===== src/rtl/req_ack_responder.sv =====
// Request/acknowledge responder: every rising edge of req is answered, in order,
// by one single-cycle ack pulse LATENCY cycles later, with up to DEPTH requests queued.
module req_ack_responder #(
    parameter int LATENCY = 3,
    parameter int DEPTH   = 4
) (
    input  logic                       clk,
    input  logic                       rst,
    input  logic                       req,
    output logic                       ack,
    output logic                       busy,
    output logic [$clog2(DEPTH+1)-1:0] pending,
    output logic                       overflow
);

    // state  | meaning
    // IDLE   | nothing outstanding, waiting for a request
    // WAIT   | counting down to the next ack
    // ACK    | ack high this cycle; decide whether another request follows
    localparam int PW = $clog2(DEPTH + 1);
    localparam int CW = (LATENCY > 1) ? $clog2(LATENCY + 1) : 1;

    typedef enum logic [1:0] {
        S_IDLE = 2'd0,
        S_WAIT = 2'd1,
        S_ACK  = 2'd2
    } state_t;

    state_t          state;
    logic [CW-1:0]   cnt;
    logic            req_q;
    logic            rose;
    logic            accept;
    logic            fire;
    logic [PW-1:0]   pending_inc;
    logic [PW-1:0]   pending_nxt;

    always_comb begin
        rose        = req & ~req_q;
        accept      = rose && (pending < PW'(DEPTH));
        pending_inc = pending + PW'(accept);
        // fire is true exactly when the FSM enters (or stays in) ACK at this edge
        fire        = ((state == S_WAIT) && (cnt == CW'(1))) ||
                      ((state == S_ACK) && (LATENCY == 1) && (pending_inc != '0));
        pending_nxt = pending_inc - PW'(fire);
    end

    always_ff @(posedge clk or posedge rst) begin
        if (rst) begin
            state    <= S_IDLE;
            cnt      <= '0;
            req_q    <= 1'b0;
            ack      <= 1'b0;
            busy     <= 1'b0;
            pending  <= '0;
            overflow <= 1'b0;
        end else begin
            req_q   <= req;
            ack     <= fire;
            pending <= pending_nxt;
            busy    <= (pending_nxt != '0);
            if (rose && !accept)
                overflow <= 1'b1;

            case (state)
                S_IDLE: begin
                    // Loading the full LATENCY puts the ack exactly LATENCY edges after acceptance
                    if (accept) begin
                        cnt   <= CW'(LATENCY);
                        state <= S_WAIT;
                    end
                end
                S_WAIT: begin
                    if (cnt == CW'(1)) begin
                        cnt   <= '0;
                        state <= S_ACK;
                    end else begin
                        cnt <= cnt - CW'(1);
                    end
                end
                S_ACK: begin
                    // The edge leaving ACK already counts as one cycle of the next interval
                    if (pending_inc != '0) begin
                        if (LATENCY == 1) begin
                            state <= S_ACK;
                        end else begin
                            cnt   <= CW'(LATENCY - 1);
                            state <= S_WAIT;
                        end
                    end else begin
                        state <= S_IDLE;
                    end
                end
                default: begin
                    cnt   <= '0;
                    state <= S_IDLE;
                end
            endcase
        end
    end

endmodule


===== config.mk =====
export PLATFORM = sky130hd
export DESIGN_NAME = req_ack_responder
export DESIGN_NICKNAME = d
export VERILOG_FILES = /design/src/rtl/req_ack_responder.sv
export SDC_FILE = /design/constraint.sdc
export NUM_CORES = 1
export LEC_CHECK = 0
export ABC_AREA = 1
export CAP_MARGIN = 20
export CORE_MARGIN = 4
export CORE_UTILIZATION = 38
export DETAILED_ROUTE_END_ITERATION = 10
export HOLD_SLACK_MARGIN = 0.1
export PLACE_DENSITY = 0.71
export SYNTH_ARGS = -nofsm -noshare
export SYNTH_HDL_FRONTEND = slang
export SYNTH_SLANG_ARGS = --single-unit

===== constraint.sdc =====
create_clock -name clk -period 1.9 [get_ports clk]
set_clock_uncertainty 0.2 [all_clocks]
set_input_delay 0.57 -clock clk [delete_from_list [all_inputs] [get_ports clk]]
set_output_delay 0.57 -clock clk [all_outputs]
set_load 0.03 [all_outputs]

==> results of run 1 <==
-- cell usage in the layout (no fill, tap or decap), drive strengths merged --
master | synthesis | final
a21oi | 1 | 1
a31o | 1 | 1
buf | 0 | 6
clkbuf | 0 | 4
clkdlybuf4s15 | 0 | 2
clkdlybuf4s50 | 0 | 1
dfrtp | 11 | 11
dlygate4sd2 | 0 | 5
ha | 5 | 5
inv | 13 | 13
nand2 | 14 | 14
nand3 | 7 | 7
nand4 | 1 | 1
nor2 | 5 | 5
nor3 | 2 | 2
or2 | 1 | 1
-- final timing paths --
path	start	cells past startpoint	endpoint	slack, ns
max in group asynchronous	rst	2	pending[2]	0.79
worst max register to register	pending[2]	11	cnt[1]	0.09
worst min register to register	overflow	1	overflow	0.26
worst min-delay path	overflow	1	overflow	0.26
worst max-delay path	req	9	pending[2]	0.04
min in group asynchronous	rst	2	ack	0.39
-- layer usage --
layer / up-vias / global-route usage / wire length, µm
met2: 13 / 0.159 / 397
met1: 199 / 0.143 / 480
met5: - / 0 / 0
li1: 232 / - / -
met4: 0 / 0.102 / 29
met3: 4 / 0.0356 / 65
-- cell usage after synthesis --
cell,number,area share
nand3_1,6,0.055
inv_2,2,0.014
a21oi_1,1,0.0091
nand3_2,1,0.018
nand4_1,1,0.011
ha_1,5,0.11
nor3_1,2,0.018
dfrtp_1,11,0.50
or2_1,1,0.011
nand2_1,12,0.082
a31o_2,1,0.016
nor2_4,1,0.021
inv_1,11,0.076
nand2_2,2,0.023
nor2_1,4,0.027
-- cell type report --
cell class,count,area [µm²]
fill,123,602
sequential,11,277
multi-input combinational,37,243
timing repair buffer,14,119
inverter,13,48.8
clock buffer,4,26.3
tap,15,18.8
-- flip-flops by register name (all words and copies together) (netlist names) --
name / flops
state: 2
overflow: 1
ack: 1
req_q: 1
pending: 3
busy: 1
cnt: 2
-- through the flow --
step           utilization  cells
5_1_grt              0.549     94
2_1_floorplan            -     61
4_1_cts              0.538     94
3_3_place_gp         0.500     86
3_5_place_dp         0.500     86
6_report             0.549     94
-- logic make-up (layout without fill, tap and decap cells) --
| family | Yosys count | after routing | synth area share |
|---|---|---|---|
| compound gates | 2 | 2 | 0.0252 |
| buf+inv | 13 | 31 | 0.0893 |
| flops | 11 | 11 | 0.503 |
| simple gates | 30 | 30 | 0.268 |
| fa+ha+maj | 5 | 5 | 0.114 |
-- critical path: stages --
cell             delay [ns]
clkdlybuf4s15_1        0.19
nand3_2                0.08
inv_1                  0.06
ha_4                   0.15
ha_1                   0.28
inv_1                  0.05
ha_2                   0.17
or2_1                  0.24
nand2_1                0.07
-- report_power, final --
group	internal, mW	switching (mW)
Combinational	0.228	0.350
Sequential	0.325	0.0751
Clock	0.0813	0.0767
Total	0.634	0.502
-- what timing repair did --
action                     4_1_cts  5_1_grt
setup endpoints to repair       12        2
pin swaps                        4        0
hold buffers                     0        0
gates resized for setup          9        2
setup buffers                    4        0
==> implementation parameters, run 1 <==
Parameter                              Value

Setup path
  Nature of the critical path startpoint ... primary input
  Critical path endpoint category ... register
  Worst path arrival time ... about 1.9 ns
  Highest net fanout along the worst path ... 2
  Crit path kind ... in2reg
  Critical Path RT ... ~1.9 ns

STA
  Actual transition at the worst max-transition pin ... roughly 0.43 ns
  Worst hold-check slack ... around 0.26 ns
  Fin crit share ... 0.979
  Final critical-path setup slack ... between 0.04 and 0.05 ns
  Total setup violations reported at the end of the flow ... 0
  Number of pins exceeding their max-slew limit in the final report ... 0
  Final Hold Vio Count ... 0
  Total negative slack ... 0 ns
  Slew headroom ... 0.715
  Upper clock frequency limit ... around 0.54 GHz
  Crit path time final ... 1.86 ns

Synthesis
  Netlist area before placement ... 547 µm²
  Net count of the mapped netlist ... 69
  Number of unique standard cell types used by synthesis ... 15
  Seq/Total Area, Yosys ... 0.503
  Per-instance average area after synthesis ... 8.96 µm²
  Yosys reg bits ... 11
  Post-Synthesis Cells ... a little over 60
  Synth warnings ... 0

Status
  Status ... finished, final reports clean

Global routing
  Largest net degree at the start of global routing ... 12
  Global-route congestion overflow total ... 0
  Global-route wire length before repair ... 1.64 mm
  Via count of the first global-routing pass ... 402
  Antenna violations before repair ... 0
  Total routing resource utilization after global routing ... 0.116

Clock network
  CTS root buffer ... clkbuf_4
  Clk pin slew, worst setup/hold paths ... 0.06 ns
  Clock sinks ... 11
  Htree depth ... 1
  Clk Latency, worst-skew pair ... about 0.27 ns
  Maximum count of clock buffers along a single path ... 2
  Num CTS Buffers ... 3
  CTS tree ... yes

Pwr
  Final Power ... approximately 1.1 mW
  Pleak ... 0.380 nW
  Power density over the cells ... 1550 nW/µm²
  Worst IR Drop VDD ... 678 µV

Final layout
  Antenna Diode Count ... 0
  Final net count ... approximately 90
  Synth-to-Final Area Change ... 33.9%
  Finished layout cell area ... approximately 730 µm²
  Share of cells above drive strength 1 ... 0.253

Detailed routing
  Count of vias placed by the detailed router ... around 450
  Number of iterations in the first detailed-routing pass ... 4
  Number of remaining DRC errors ... 0
  Average routed wire per standard cell ... about 10 µm
  Detailed-route vias per instance ... between 4 and 5
  Wirelength, routed ... about 1000 µm
  Iter 0 DRT Violations ... 10
  Number of nets with antenna violations after routing ... 0

Placed design
  Worst-case setup slack after placement ... -0.503 ns
  DP Wirelength ... around 690 µm
  Final RePlAce weighted congestion ... around 0.80
  Input/output buffers ... 8
  Total cell area at the placement stage ... ~670 µm²

Die
  Total number of placement rows ... 13
  Placeable core region ... approximately 1300 µm²
  Height of the die ... 45.9 µm
  Initial core utilization ... 0.410
  I/O pin total ... 9
  Area enclosed by the die boundary ... 2110 µm²
  Horizontal die dimension ... roughly 46 µm

Run
  Max-cap viol count ... 0

Hold path
  Min-Delay Path Class ... reg2reg
(Power assumes the default switching activity.)
==> run 2, diff against run 1 <==
clock period = 2.25 ns   (was 1.9 ns; I/O delays follow)
==> run 2 against run 1 <==
  * Final cell count shrank 4.3%
  * Clock power is 15% lower
  * Worst hold slack better by 0.0029 ns
  * Final area down 0.34%
  * Setup slack improved by 0.058 ns
  * Utilization shrank 0.19 points
  * Flip-flop and latch count is the same
  * Sequential power fell by 15%
  * Critical path depth shrank 8
  * Critical path type is now reg2out
  * Largest power group unchanged
  * Highest routed layer unchanged
==> implementation parameters, run 2 (synthesis results as in run 1) <==
Parameter                              Value

Status
  Status ... finished, final reports clean

Placed design
  Final RePlAce weighted congestion ... 0.688 (-14%)
  Input/output buffers ... 8 (unchanged)
  Total cell area at the placement stage ... 661 µm² (-0.94%)
  DP Wirelength ... 690 µm (-0.55%)
  Count of placed standard cells including taps ... 86 (unchanged)

Setup path
  Highest net fanout along the worst path ... 2 (unchanged)
  Crit path kind ... reg2out
  Worst path arrival time ... 1.28 ns (-0.58 ns)
  Buffers plus inverters on the worst setup path ... 1 (-2)
  Nature of the critical path startpoint ... register
  Slowest CP cell ... clkdlybuf4s50_1
  Critical Path RT ... 1.37 ns (-0.53 ns)
  CP delay by family, top ... buffers and inverters
  Critical path cell sequence ... clkdlybuf4s50_1
  Critical path endpoint category ... output pin
  Maximum cell stage delay along the critical path ... 0.67 ns (+0.39 ns)

Clock network
  CTS tree ... yes
  Num CTS Buffers ... 3 (unchanged)
  Clk pin slew, worst setup/hold paths ... 0.07 ns (about the same)
  Clock sinks ... 11 (unchanged)
  CTS root buffer ... clkbuf_4
  Maximum count of clock buffers along a single path ... 2 (unchanged)
  Htree depth ... 1 (unchanged)
  Clk Latency, worst-skew pair ... 0.27 ns (about the same)

Final layout
  Most common cell after layout, fill and taps aside ... nand2_1
  Area occupied by multi-input gates ... 255 µm² (+5.2%)
  Max reg flops ... 3 (unchanged)
  Top library cells by usage in the layout, fill and taps aside ... nand2_1 (12), inv_1 (11), dfrtp_1 (11)
  Finished layout cell area ... 729 µm² (-0.34%)
  Layout fillers ... 119 (-3.3%)
  Register Area ... 275 µm² (-0.45%)
  Non-filler instance count after layout ... 90 (-4.3%)
  Share of cells above drive strength 1 ... 0.213 (-0.0398)
  Largest reg by FF count ... pending
  Synth-to-Final Area Change ... 33.4%
  Antenna Diode Count ... 0 (unchanged)
  Final net count ... 84 (-4.5%)
  Registers with the highest flip-flop counts ... pending x3, cnt x2, state x2

Global routing
  Global-route wire length before repair ... 1.53 mm (-6.4%)
  Largest net degree at the start of global routing ... 12 (unchanged)
  Via count of the first global-routing pass ... 373 (-7.2%)
  Global-route congestion overflow total ... 0 (unchanged)
  Antenna violations before repair ... 0 (unchanged)
  Total routing resource utilization after global routing ... 0.105 (-0.0114)

STA
  Worst hold-check slack ... 0.265 ns (+0.00292 ns)
  Final Hold Vio Count ... 0 (unchanged)
  Upper clock frequency limit ... between 0.4 and 0.5 GHz
  Crit path time final ... ~2.2 ns
  Total negative slack ... 0 ns (unchanged)
  Setup repair after global routing missed its margin ... no
  Slew headroom ... 0.720 (+0.00531)
  Fin crit share ... 0.956
  Total setup violations reported at the end of the flow ... 0 (unchanged)
  Actual transition at the worst max-transition pin ... 0.420 ns (-0.00795 ns)
  Number of pins exceeding their max-slew limit in the final report ... 0 (unchanged)

Detailed routing
  Detailed-route vias per instance ... 4.74 (-0.45%)
  Wirelength, routed ... 929 µm (-4.4%)
  Number of nets with antenna violations after routing ... 0 (unchanged)
  Number of iterations in the first detailed-routing pass ... 2 (-2)
  Count of vias placed by the detailed router ... 427 (-4.7%)
  Average routed wire per standard cell ... 10.3 µm (-0.18%)
  Iter 0 DRT Violations ... 6 (-4)
  Number of remaining DRC errors ... 0 (unchanged)

Die
  I/O pin total ... 9 (unchanged)
  Initial core utilization ... 0.410 (unchanged)
  Area enclosed by the die boundary ... 2110 µm² (unchanged)
  Height of the die ... 45.9 µm (unchanged)
  Total number of placement rows ... 13 (unchanged)
  Horizontal die dimension ... 45.9 µm (unchanged)
  Placeable core region ... 1330 µm² (unchanged)

Hold path
  Min-Delay Path Class ... reg2reg

Pwr
  Final Power ... 0.985 mW (-13%)
  Pleak ... 0.396 nW (+4.4%)
  Power density over the cells ... 1350 nW/µm² (-13%)
  Worst IR Drop VDD ... 618 µV (-8.8%)

Run
  Max-cap viol count ... 0 (unchanged)
[run 2: changes by cell type in the layout (fill, tap and decap cells not counted), moves of 2 or more]
cell	delta
dlygate4sd2_1	-5
buf_4	-4
dlymetal6s2s_1	+4
clkdlybuf4s50_1	+3
clkdlybuf4s15_1	-2
[run 2: layer usage]
metal / wire, µm / global-route usage / up-vias
met5: 0 / 0 / -
met3: 46 / 0.0237 / 4
li1: - / - / 221
met4: 29 / 0.0852 / 0
met1: 434 / 0.130 / 193
met2: 418 / 0.151 / 9
[run 2: power by group]
part           switching, mW  internal [mW]  total, mW
combinational          0.298          0.213      0.510
sequential            0.0674          0.273      0.340
clock                 0.0653         0.0686      0.134
total                  0.431          0.554      0.985
[run 2: cell type report]
cell class | instances | area share
Clock buffer | 4 | 0.0360
Inverter | 13 | 0.0669
Multi-Input combinational cell | 37 | 0.350
Sequential cell | 11 | 0.377
Tap cell | 15 | 0.0257
Timing Repair Buffer | 10 | 0.144
[run 2: final timing paths]
path / from / endpoint / slack, ns / depth (start not counted)
worst min-delay path: overflow / overflow / 0.26 / 1
max in group asynchronous: rst / cnt[0] / 1.06 / 2
worst max register to register: pending[2] / busy / 0.39 / 9
min in group asynchronous: rst / overflow / 0.49 / 2
worst min register to register: overflow / overflow / 0.26 / 1
worst max-delay path: overflow / overflow / 0.1 / 1
[run 2: per-stage QoR]
step            util  setup slack, ns
6_report       0.547           0.0986
5_1_grt        0.547           0.0359
4_1_cts        0.519           0.0112
3_5_place_dp   0.495           -0.282
3_3_place_gp   0.495           -0.281
2_1_floorplan      -            0.203
[run 2: repair_timing]
item,4_1_cts,5_1_grt
setup buffers,0,0
pin swaps,1,0
resized for setup,1,7
hold buffers,0,0
setup endpoints to repair,2,6
==> run 3, diff against run 2 <==
PLACE_DENSITY = unset   (was 0.71)
PLACE_DENSITY_LB_ADDON = 0.05   (was unset)
==> run 3 against run 2 <==
  * Sequential power fell by 2%
  * Critical path type unchanged
  * Global-route usage did not move
  * Die area did not move
  * Register-to-register slack about the same
  * Flip-flop and latch count unchanged
  * Final cell count fell by 1.1%
==> implementation parameters, run 3 (synthesis results as in run 1) <==
Parameter                              Value

Status
  Status ... finished, final reports clean

Final layout
  Antenna Diode Count ... 0 (unchanged)
  Synth-to-Final Area Change ... 25.4%
  Top library cells by usage in the layout, fill and taps aside ... nand2_1 (12), inv_1 (11), dfrtp_1 (11)
  Finished layout cell area ... 686 µm² (-6.0%)
  Post-Route Utilization ... 0.514 (-0.0328)
  Most common cell after layout, fill and taps aside ... nand2_1
  Final net count ... 83 (-1.2%)
  Share of cells above drive strength 1 ... 0.162 (-0.0512)
  Largest reg by FF count ... pending
  Max reg flops ... 3 (unchanged)
  Registers with the highest flip-flop counts ... pending x3, cnt x2, state x2

Detailed routing
  Iter 0 DRT Violations ... 7 (+1)
  Average routed wire per standard cell ... 10.4 µm (+0.69%)
  Detailed-route vias per instance ... 4.26 (-10%)
  Count of vias placed by the detailed router ... 379 (-11%)
  Number of iterations in the first detailed-routing pass ... 4 (+2)
  Number of nets with antenna violations after routing ... 0 (unchanged)
  Number of remaining DRC errors ... 0 (unchanged)
  Wirelength, routed ... 925 µm (-0.43%)

Clock network
  CTS root buffer ... clkbuf_4
  Clk pin slew, worst setup/hold paths ... 0.08 ns (about the same)
  Clock sinks ... 11 (unchanged)
  Htree depth ... 1 (unchanged)
  CTS tree ... yes
  Num CTS Buffers ... 3 (unchanged)
  Maximum count of clock buffers along a single path ... 2 (unchanged)
  Postcts setup bufs ... 0 (unchanged)
  Clk Latency, worst-skew pair ... 0.27 ns (about the same)

Die
  Area enclosed by the die boundary ... 2110 µm² (unchanged)
  Height of the die ... 45.9 µm (unchanged)
  Initial core utilization ... 0.410 (unchanged)
  Horizontal die dimension ... 45.9 µm (unchanged)
  Total number of placement rows ... 13 (unchanged)
  I/O pin total ... 9 (unchanged)
  Placeable core region ... 1330 µm² (unchanged)

Global routing
  Total routing resource utilization after global routing ... 0.105 (unchanged)
  Global-route congestion overflow total ... 0 (unchanged)
  Antenna violations before repair ... 0 (unchanged)
  Global-route wire length before repair ... 1.50 mm (-2.2%)
  Via count of the first global-routing pass ... 336 (-9.9%)
  Largest net degree at the start of global routing ... 12 (unchanged)

Placed design
  DP Wirelength ... 712 µm (+3.3%)
  Total cell area at the placement stage ... 653 µm² (-1.1%)
  Final RePlAce weighted congestion ... 0.680 (-1.2%)
  Worst-case setup slack after placement ... -0.339 ns (-0.0565 ns)
  Input/output buffers ... 8 (unchanged)

STA
  Setup repair after global routing missed its margin ... no
  Crit path time final ... 2.20 ns (+0.0439 ns)
  Final critical-path setup slack ... 0.0547 ns (-0.0439 ns)
  Fin crit share ... 0.976 (+0.0195)
  Upper clock frequency limit ... 0.456 GHz (-2.0%)
  Slew headroom ... 0.711 (-0.00912)
  Final Hold Vio Count ... 0 (unchanged)
  Actual transition at the worst max-transition pin ... 0.433 ns (+0.0137 ns)
  Total negative slack ... 0 ns (unchanged)
  Number of pins exceeding their max-slew limit in the final report ... 0 (unchanged)
  Total setup violations reported at the end of the flow ... 0 (unchanged)

Setup path
  Slowest CP cell ... clkdlybuf4s50_1
  Buffers plus inverters on the worst setup path ... 1 (unchanged)
  Critical path cell sequence ... clkdlybuf4s50_1
  Nature of the critical path startpoint ... register
  Startpoint of the worst setup timing path ... pending[0]
  Maximum cell stage delay along the critical path ... 0.68 ns (about the same)
  CP delay by family, top ... buffers and inverters
  Critical path endpoint category ... output pin
  Crit path kind ... reg2out
  Worst path arrival time ... 1.32 ns (+0.04 ns)
  Critical Path RT ... 1.37 ns (about the same)
  Highest net fanout along the worst path ... 2 (unchanged)
  Worst reg2reg startpoint ... pending[2]

Hold path
  Worst hold path startpoint ... overflow
  Min-Delay Path Class ... reg2reg

Pwr
  Final Power ... 0.950 mW (-3.5%)
  Worst IR Drop VDD ... 558 µV (-9.6%)
  Sequential group share of total power ... 0.349 (+0.003)
  Power density over the cells ... 1390 nW/µm² (+2.6%)
  Relative contribution of combinational cells to total power ... 0.506 (-0.012)
  Switching Power ... 0.417 mW (-3.2%)
  Portion of total power attributed to the clock network ... 0.145 (+0.009)
  Pleak ... 0.367 nW (-7.3%)
  Int Power ... 0.533 mW (-3.8%)
  Switching share of total power ... 0.439 (+0.00169)

Run
  Max-cap viol count ... 0 (unchanged)
[run 3: changes by cell type in the layout (fill, tap and decap cells not counted)]
| cell | previous run | this run |
|---|---|---|
| buf_4 | 2 | 1 |
| clkdlybuf4s50_1 | 4 | 6 |
| dlygate4sd2_1 | 0 | 1 |
| dlymetal6s2s_1 | 4 | 1 |
| ha_1 | 3 | 5 |
| ha_4 | 2 | 0 |
| nor2_1 | 3 | 4 |
| nor2_2 | 1 | 0 |
[run 3: metal layers]
layer  vias to the layer above  GRT usage  wire, µm
met4                         0     0.0682         0
li1                        217          -         -
met3                         0     0.0435        52
met5                         -          0         0
met1                       156      0.145       501
met2                         6      0.129       371
[run 3: power groups by stage]
stage	combinational [mW]	clock [mW]	sequential (mW)
3_3_place_gp	0.484	0	0.337
5_1_grt	0.551	0.157	0.341
3_5_place_dp	0.485	0	0.337
6_report	0.481	0.137	0.332
2_1_floorplan	0.272	0	0.402
4_1_cts	0.489	0.147	0.333
[run 3: timing repair]
item / CTS / global route
endpoints found under the hold margin: 0 / 0
resized for setup: 2 / 1
hold buffers: 0 / 0
endpoints found under the setup margin: 2 / 1
[run 3: path summary, 6_finish.rpt]
| check | cells after the start | slack (ns) | to |
|---|---|---|---|
| max | 1 | 0.05 | pending[0] |
| min | 1 | 0.27 | overflow |
| max reg2reg | 9 | 0.39 | busy |
| min reg2reg | 1 | 0.27 | overflow |
| max in group asynchronous | 2 | 1.05 | busy |
| min in group asynchronous | 2 | 0.49 | cnt[1] |
[run 3: final cells by class]
class                   count  area, µm²
fillers                   135        648
flip-flops and latches     11        275
multi-input cells          37        228
repair buffers              9       88.8
inverters                  13       48.8
clock buffers               4       26.3
well taps                  15       18.8
[run 3: per-stage QoR]
step,instances,hold WS (ns)
2_1_floorplan,61,0.242
3_3_place_gp,85,0.255
3_5_place_dp,85,0.258
4_1_cts,89,0.276
5_1_grt,89,0.301
6_report,89,0.267
